File: src/rtl/fix2float_norm_pipe.sv
// Streaming signed fixed-point to float converter: magnitude, leading-one search, normalise.
// Define FIX2FLOAT_RNE_EN to round-to-nearest-even in the normalise stage (default: truncate).
module fix2float_norm_pipe #(
  parameter int FIX_WIDTH = 21,
  parameter int FRAC_BITS = 10,
  parameter int EXP_WIDTH = 5,
  parameter int MAN_WIDTH = 10,
  parameter int EXP_BIAS  = 15,
  parameter int POS_WIDTH = $clog2(FIX_WIDTH)
) (
  input  logic                           clk,
  input  logic                           rst,
  input  logic                           in_valid,
  output logic                           in_ready,
  input  logic [FIX_WIDTH-1:0]           in_fix,
  output logic                           out_valid,
  input  logic                           out_ready,
  output logic [EXP_WIDTH+MAN_WIDTH:0]   out_float,
  output logic                           out_zero,
  output logic                           out_ovf
);
  localparam int PAD_W = 1 << POS_WIDTH;
  localparam int EW2   = EXP_WIDTH + 2;
  localparam int FLT_W = 1 + EXP_WIDTH + MAN_WIDTH;
  localparam int EXT_W = FIX_WIDTH + MAN_WIDTH + 1;
  localparam logic [EW2-1:0]       EXP_SAT = EW2'((1 << EXP_WIDTH) - 1);
  localparam logic [EXP_WIDTH-1:0] EXP_MAX = EXP_WIDTH'((1 << EXP_WIDTH) - 2);

  // Binary-halving leading-one search over the power-of-two padded magnitude.
  function automatic logic [POS_WIDTH-1:0] lead_one(input logic [FIX_WIDTH-1:0] m);
    logic [PAD_W-1:0]     v;
    logic [POS_WIDTH-1:0] p;
    v = PAD_W'(m);
    p = '0;
    for (int k = POS_WIDTH - 1; k >= 0; k--) begin
      if ((v >> (1 << k)) != '0) begin
        p[k] = 1'b1;
        v    = v >> (1 << k);
      end else begin
        p[k] = 1'b0;
      end
    end
    return p;
  endfunction

  logic s1_valid_q, s1_valid_d, s2_valid_q, s2_valid_d, s3_valid_q, s3_valid_d;
  logic s1_load, s2_load, s3_load;

  logic                 s1_sign_q, s1_sign_d, s1_zero_q, s1_zero_d;
  logic [FIX_WIDTH-1:0] s1_mag_q, s1_mag_d;
  logic                 s2_sign_q, s2_sign_d, s2_zero_q, s2_zero_d;
  logic [FIX_WIDTH-1:0] s2_mag_q, s2_mag_d;
  logic [POS_WIDTH-1:0] s2_pos_q, s2_pos_d;
  logic [FLT_W-1:0]     s3_float_q, s3_float_d;
  logic                 s3_zero_q, s3_zero_d, s3_ovf_q, s3_ovf_d;

  logic [FIX_WIDTH-1:0] norm;
  logic [EXT_W-1:0]     ext;
  logic [MAN_WIDTH-1:0] man;
  logic [EW2-1:0]       expo;   // two's complement, MSB is the sign
  logic [FLT_W-1:0]     flt;
  logic                 flt_zero, flt_ovf;

  // Bubble-collapsing load enables; a stage advances when empty or its successor advances.
  always_comb begin
    s3_load    = ~s3_valid_q | out_ready;
    s2_load    = ~s2_valid_q | s3_load;
    s1_load    = ~s1_valid_q | s2_load;
    in_ready   = s1_load;
    s1_valid_d = s1_load ? in_valid   : s1_valid_q;
    s2_valid_d = s2_load ? s1_valid_q : s2_valid_q;
    s3_valid_d = s3_load ? s2_valid_q : s3_valid_q;
  end

  // Stage 1: sign and magnitude; the most negative input maps exactly to 2^(FIX_WIDTH-1).
  always_comb begin
    if (s1_load && in_valid) begin
      s1_sign_d = in_fix[FIX_WIDTH-1];
      s1_mag_d  = in_fix[FIX_WIDTH-1] ? (FIX_WIDTH'(1'b0) - in_fix) : in_fix;
      s1_zero_d = (in_fix == '0);
    end else begin
      s1_sign_d = s1_sign_q;
      s1_mag_d  = s1_mag_q;
      s1_zero_d = s1_zero_q;
    end
  end

  // Stage 2: leading-one position.
  always_comb begin
    if (s2_load && s1_valid_q) begin
      s2_sign_d = s1_sign_q;
      s2_zero_d = s1_zero_q;
      s2_mag_d  = s1_mag_q;
      s2_pos_d  = lead_one(s1_mag_q);
    end else begin
      s2_sign_d = s2_sign_q;
      s2_zero_d = s2_zero_q;
      s2_mag_d  = s2_mag_q;
      s2_pos_d  = s2_pos_q;
    end
  end

  // Stage 3 datapath: normalise, optional rounding, then flush/saturate.
  always_comb begin
    norm = s2_mag_q << (POS_WIDTH'(FIX_WIDTH - 1) - s2_pos_q);
    ext  = {norm, {(MAN_WIDTH + 1){1'b0}}};
    man  = MAN_WIDTH'(ext >> FIX_WIDTH);
    expo = EW2'(s2_pos_q) - EW2'(FRAC_BITS) + EW2'(EXP_BIAS);
`ifdef FIX2FLOAT_RNE_EN
    // Guard bit sits just below the mantissa; everything under it is sticky.
    if (ext[FIX_WIDTH-1] && ((|ext[FIX_WIDTH-2:0]) || man[0])) begin
      if (&man) begin
        man  = {MAN_WIDTH{1'b0}};
        expo = expo + EW2'(1);
      end else begin
        man  = man + MAN_WIDTH'(1);
      end
    end else begin
      man = man;
    end
`endif
    if (s2_zero_q) begin
      flt      = {FLT_W{1'b0}};
      flt_zero = 1'b1;
      flt_ovf  = 1'b0;
    end else if (expo[EW2-1] || (expo == '0)) begin
      flt      = {s2_sign_q, {(FLT_W - 1){1'b0}}};
      flt_zero = 1'b1;
      flt_ovf  = 1'b0;
    end else if (expo >= EXP_SAT) begin
      flt      = {s2_sign_q, EXP_MAX, {MAN_WIDTH{1'b1}}};
      flt_zero = 1'b0;
      flt_ovf  = 1'b1;
    end else begin
      flt      = {s2_sign_q, expo[EXP_WIDTH-1:0], man};
      flt_zero = 1'b0;
      flt_ovf  = 1'b0;
    end
  end

  // Stage 3 output register; holds while stalled so out_float stays stable.
  always_comb begin
    if (s3_load && s2_valid_q) begin
      s3_float_d = flt;
      s3_zero_d  = flt_zero;
      s3_ovf_d   = flt_ovf;
    end else begin
      s3_float_d = s3_float_q;
      s3_zero_d  = s3_zero_q;
      s3_ovf_d   = s3_ovf_q;
    end
  end

  // Pipeline state; synchronous reset drops every in-flight sample.
  always_ff @(posedge clk) begin
    if (rst) begin
      s1_valid_q <= 1'b0;
      s2_valid_q <= 1'b0;
      s3_valid_q <= 1'b0;
      s1_sign_q  <= 1'b0;
      s1_zero_q  <= 1'b0;
      s1_mag_q   <= '0;
      s2_sign_q  <= 1'b0;
      s2_zero_q  <= 1'b0;
      s2_mag_q   <= '0;
      s2_pos_q   <= '0;
      s3_float_q <= '0;
      s3_zero_q  <= 1'b0;
      s3_ovf_q   <= 1'b0;
    end else begin
      s1_valid_q <= s1_valid_d;
      s2_valid_q <= s2_valid_d;
      s3_valid_q <= s3_valid_d;
      s1_sign_q  <= s1_sign_d;
      s1_zero_q  <= s1_zero_d;
      s1_mag_q   <= s1_mag_d;
      s2_sign_q  <= s2_sign_d;
      s2_zero_q  <= s2_zero_d;
      s2_mag_q   <= s2_mag_d;
      s2_pos_q   <= s2_pos_d;
      s3_float_q <= s3_float_d;
      s3_zero_q  <= s3_zero_d;
      s3_ovf_q   <= s3_ovf_d;
    end
  end

  assign out_valid = s3_valid_q;
  assign out_float = s3_float_q;
  assign out_zero  = s3_zero_q;
  assign out_ovf   = s3_ovf_q;

endmodule

File: config.mk
export PLATFORM = sky130hd
export DESIGN_NAME = fix2float_norm_pipe
export DESIGN_NICKNAME = d
export VERILOG_FILES = /design/src/rtl/fix2float_norm_pipe.sv
export SDC_FILE = /design/constraint.sdc
export NUM_CORES = 1
export LEC_CHECK = 0
export BUFFER_PORTS_ARGS = -buffer_cell sky130_fd_sc_hd__buf_2
export CORE_MARGIN = 2
export CORE_UTILIZATION = 56
export CTS_BUF_LIST = sky130_fd_sc_hd__clkbuf_2
export DETAILED_ROUTE_END_ITERATION = 8
export GPL_TIMING_DRIVEN = 0
export PLACE_DENSITY_LB_ADDON = 0.05
export SLEW_MARGIN = 20
export SYNTH_ARGS = -nofsm -noshare
export SYNTH_HDL_FRONTEND = slang
export SYNTH_SLANG_ARGS = --single-unit
File: constraint.sdc
create_clock -name clk -period 4 [get_ports clk]
set_input_delay 0.8 -clock clk [delete_from_list [all_inputs] [get_ports clk]]
set_output_delay 0.8 -clock clk [all_outputs]
set_load 0.01 [all_outputs]
# Word level (Yosys, flattened, before mapping)
# Cells that the tools add are included.
[word_totals]
regBits = 72
input_bits = 25
output_inout_bits = 20
wordCells = 58
[op_classes]
add_sub_neg = 4
order_cmp = 1
shift = 1
n_mux = 22
n_bitwise = 6
reduce_logical = 11
[ops]
columns = ["operator", "count"]
rows = [
  ["2-to-1 mux 32 bit", 7],
  ["nonzero test 32 bit", 5],
  ["2-to-1 mux 21 bit", 2],
  ["2-to-1 mux 15 bit", 2],
  ["logical NOT 21 bit", 1],
  ["left shift 21 x 5 -> 20 bit", 1],
  ["subtractor 1 x 21 -> 21 bit, first input constant", 1],
  ["2-to-1 mux 16 bit", 1],
  ["2-to-1 mux 1 bit", 10],
  ["adder 6 x 5 -> 7 bit, second input constant", 1],
  [">= comparator 7 x 5 -> 1 bit, second input constant", 1],
  ["logical NOT 7 bit", 1],
  ["subtractor 5 x 4 -> 6 bit, second input constant", 1],
  ["subtractor 5 bit, first input constant", 1],
  ["logical AND 1 bit", 3],
  ["NOT 1 bit", 3],
  ["bitwise OR 1 bit", 3],
  ["logical OR 1 bit", 1],
]

# Depth between registers and ports, before layout
[logic_depth]
depth_word = 16
ltp_mapped = 13
depth_no_buf = 8

# Least setup slack after synthesis
# OpenSTA, ideal clock, no wires.
[synth_path]
path_type = "register -> register"
from = "reg s2_pos_q[0]"
to = "reg s3_float_q[2] (netlist: out_float[2])"
setup_time_ns = 0.122
t_arrival_ns = 3.009
required_ns = 3.878
slack_ns = 0.869
stages_incl_launch_ff = 12
path_buffers = 5
synth_period_minus_slack_ns = 3.131
cell_sequence = "dfxtp_1 -> clkbuf_1 -> inv_1 -> clkbuf_1 -> ha_1 -> clkbuf_1 -> buf_2 -> buf_2 -> mux2i_1 -> o21ai_0 -> mux4_2 -> a221o_1"
[synth_between]
elab_chain_len = 6
word_cells_on_any_way = 10
cone_classes = "3 x add/sub; 1 x order compare; 1 x shift; 3 x mux; 2 x reduce/logical"
[synth_lines]
columns = ["element", "line", "rtl"]
rows = [
  ["start, declared", "53", "logic [POS_WIDTH-1:0] s2_pos_q, s2_pos_d;"],
  ["start signal, assigned", "180", "s2_pos_q <= s2_pos_d;"],
  ["subtractor 5 x 4 -> 6 bit", "108", "expo = EW2'(s2_pos_q) - EW2'(FRAC_BITS) + EW2'(EXP_BIAS);"],
  ["adder 6 x 5 -> 7 bit", "108", ""],
  [">= comparator 7 x 5 -> 1 bit or logical NOT 7 bit (tied branches)", "130, 126", ""],
  ["2-to-1 mux 15 bit or logical OR 1 bit (tied branches)", "130, 126", ""],
  ["2-to-1 mux 15 bit *", "126", "end else if (expo[EW2-1] || (expo == '0)) begin"],
  ["2-to-1 mux 16 bit *", "122", "if (s2_zero_q) begin"],
  ["end signal, assigned", "181", "s3_float_q <= s3_float_d;"],
  ["end, declared", "54", "logic [FLT_W-1:0] s3_float_q, s3_float_d;"],
]
# Mark *: on every way between the ends. The rest lies on a longest branch, timed or not.
# A chain may end at the register's enable or synchronous reset.

# Final worst setup path
# Ends and elaborated chain as after synthesis.

==> impl_metrics.py <==
metrics = {
    "status": {
        "status": "finished clean",
    },
    "floorplan": {
        "row_count": 31,
        "die_area_um2": 8120,
        "die_w_um": 90.1,
        "die_h_um": 90.1,
        "core-area_um2": 7210,
        "initial_core_util_pct": 57.5,
        "num_io_pins": 45,
    },
    "clock_network": {
        "cts_resized": 0,
        "cts_num_sinks": 71,
        "clock_latency_ns": 0.53,
        "htreeDepth": 3,
        "cts_tree": "yes",
        "cts_buffers": 9,
        "cts_setup_buffers": 0,
        "postCtsHoldBufs": 0,
        "clock_path_buffers": 2,
        "cts_root_buf": "clkbuf_2",
        "path_clk_slew_ns": 0.21,
    },
    "synthesis": {
        "syn_inst": 515,
        "yosysTopAreaCell": "dfxtp_1",
        "synthFlopType": "dfxtp_1",
        "avgSynthCellArea_um2": 8.06,
        "yosysWarnings": 0,
        "ys_seq_area_share_pct": 34.2,
        "synth.distinct_cells": 58,
        "synth_top_area_share_pct": 34.2,
        "synth_enable_flop_cells": 0,
        "syn_nets": 549,
        "async_reset_ff_share_pct": 0,
        "syn_area_um2": 4150,
        "synth_seq_cells": 71,
        "synth_area_leaders": "dfxtp_1, nand2_1, mux2i_1, a21oi_1, nor2_1",
    },
    "timing": {
        "setup_violations": 0,
        "worstMarginPinSlew_ns": 0.721,
        "max_freq_ghz": 0.267,
        "slew_headroom_pct": 51.7,
        "period_share_pct": 93.7,
        "fin_crit_ns": 3.75,
        "hold_viol": 0,
        "setup_tns_ns": 0,
        "maxSlewViolCount": 0,
        "finalClockSkew_ns": 0.0257,
        "worst_slack_ns": 0.252,
        "rsz0062_at_grt": "false",
    },
    "critical_path": {
        "cp-end-kind": "register",
        "required_ns": 4.45,
        "cp_max_fo": 12,
        "crit_type": "reg -> reg",
        "cp-start-kind": "register",
        "cp.arrival_ns": 4.20,
    },
    "final_layout": {
        "stdcell_count": 673,
        "design_area_um2": 4630,
        "fin_util_pct": 64.1,
        "fin_nets": 603,
        "drive_gt1_share_pct": 14.5,
        "diodes": 0,
        "syn2layout_area_growth_pct": 11.4,
    },
    "place": {
        "io_buffers": 43,
        "placed_cells": 657,
        "dp_slack_ns": 0.222,
        "hpwlAfterDp_um": 8170,
        "place_area_um2": 4490,
        "globalplace.congestion": 0.929,
    },
    "global_routing": {
        "grt_max_degree": 13,
        "antenna_found_initial": 0,
        "grt_usage_pct": 26.8,
        "grt_pass1_wl_um": 17700,
        "gr-total-overflow": 0,
        "grt_pass1_vias": 3708,
    },
    "power": {
        "powerDensity_nw_per_um2": 347,
        "power.leakage_nw": 1.83,
        "vdd_drop_max_mv": 0.201,
    },
    "route": {
        "drt_iter0_drc": 106,
        "dr.pass1.iters": 5,
        "drc_errors": 0,
        "antenna_left": 0,
        "viasPerCell": 5.71,
        "drt-total-wl_um": 10300,
        "wl_per_cell_um": 15.4,
        "dr_total_vias": 3845,
    },
    "min_path": {
        "min_path_type": "reg -> reg",
    },
    "run": {
        "cap_violations": 0,
    },
}
[per-stage QoR]
stage | total power, mW | hold WS (ns)
finish | 1.60 | 0.447
global route | 1.69 | 0.472
CTS | 1.60 | 0.454
detailed placement | 1.15 | 0.440
global placement | 1.14 | 0.429
floorplan | 1.05 | 0.432
[layout by cell type (no fill, tap or decap), drive strengths merged, types with 7 or more instances in the layout]
cell / n
a211oi: 11
ha: 9
a31oi: 7
nor4: 8
mux2: 9
xnor2: 11
nor2: 45
o21ai: 33
mux2i: 25
nor3: 9
xor2: 15
a21oi: 49
clkbuf: 36
nand3: 7
inv: 12
nand2: 80
dfxtp: 71
nor3b: 8
buf: 48
[metal layers]
layer,share of wire (%),GRT usage (%)
met3,4.6,6.04
met1,44,31.5
met2,50,48.9
met5,0,0
met4,1.5,7.44
[power breakdown]
part | leakage [nW] | internal (mW) | switching (mW)
clock network | 0.0831 | 0.203 | 0.265
registers | 0.580 | 0.743 | 0.0335
logic | 1.17 | 0.142 | 0.217
[registers in the layout, indices dropped and copies added, names as in the netlist]
| name | count |
|---|---|
| out_ovf | 1 |
| s1_mag_q | 21 |
| s2_valid_q | 1 |
| s2_sign_q | 1 |
| s2_zero_q | 1 |
| s2_pos_q | 5 |
| out_float | 16 |
| s2_mag_q | 20 |
| s1_zero_q | 1 |
| out_valid | 1 |
| s1_valid_q | 1 |
| s1_sign_q | 1 |
| out_zero | 1 |
[worst max-delay path, cell delays in order (launching register included)]
cell	delay (ns)
dfxtp_1	0.38
clkbuf_1	0.30
inv_1	0.20
clkbuf_1	0.32
ha_1	0.37
clkbuf_1	0.29
clkbuf_4	0.32
buf_2	0.28
mux2i_1	0.25
o21ai_0	0.13
mux4_2	0.51
a221o_1	0.32
[path summary, 6_finish.rpt]
kind	from	cells past startpoint	endpoint	slack, ns
max	s2_pos_q[0]	11	out_float[2]	0.25
min	s1_mag_q[0]	2	s2_mag_q[0]	0.45
max reg2reg	s2_pos_q[0]	11	out_float[2]	0.25
min reg2reg	s1_mag_q[0]	2	s2_mag_q[0]	0.45
[logic make-up after synthesis]
group | share of synthesized area [%]
simple gates | 20.0
compound gates | 22.5
flops | 34.2
buf+inv | 4.19
mux | 10.6
fa+ha+maj | 2.71
xor+xnor | 5.67
[Yosys cell counts, drive strengths merged (2+ instances only)]
cell and instances:
o21ai 33, a41oi 2, nor4 8, a31oi 7
xnor2 11, mux4 4, nand3 7, a211o 2
a211oi 11, o41ai 4, dfxtp 71, nor3b 8
and2 5, nor3 9, or3 3, a311oi 4
nor2 45, and3 3, a22oi 4, o21a 2
nand2 80, mux2 9, o22ai 3, clkbuf 26
inv 12, nand2b 2, ha 9, o31ai 4
a21boi 2, xor2 15, or4 2, a221o 4
o211ai 2, a21oi 49, mux2i 25, nor2b 5
buf 6, a21o 5, a221oi 2
[layout make-up]
type / instances / area [µm²]
plain buffers: 32 / 131
clock buffers: 9 / 45.0
clock inverters: 7 / 87.6
fillers: 697 / 2590
inverters: 12 / 45.0
multi-input cells: 400 / 2560
flip-flops and latches: 71 / 1420
well taps: 99 / 124
repair buffers: 43 / 215
No activity file was read; power rests on OpenSTA's default activity.
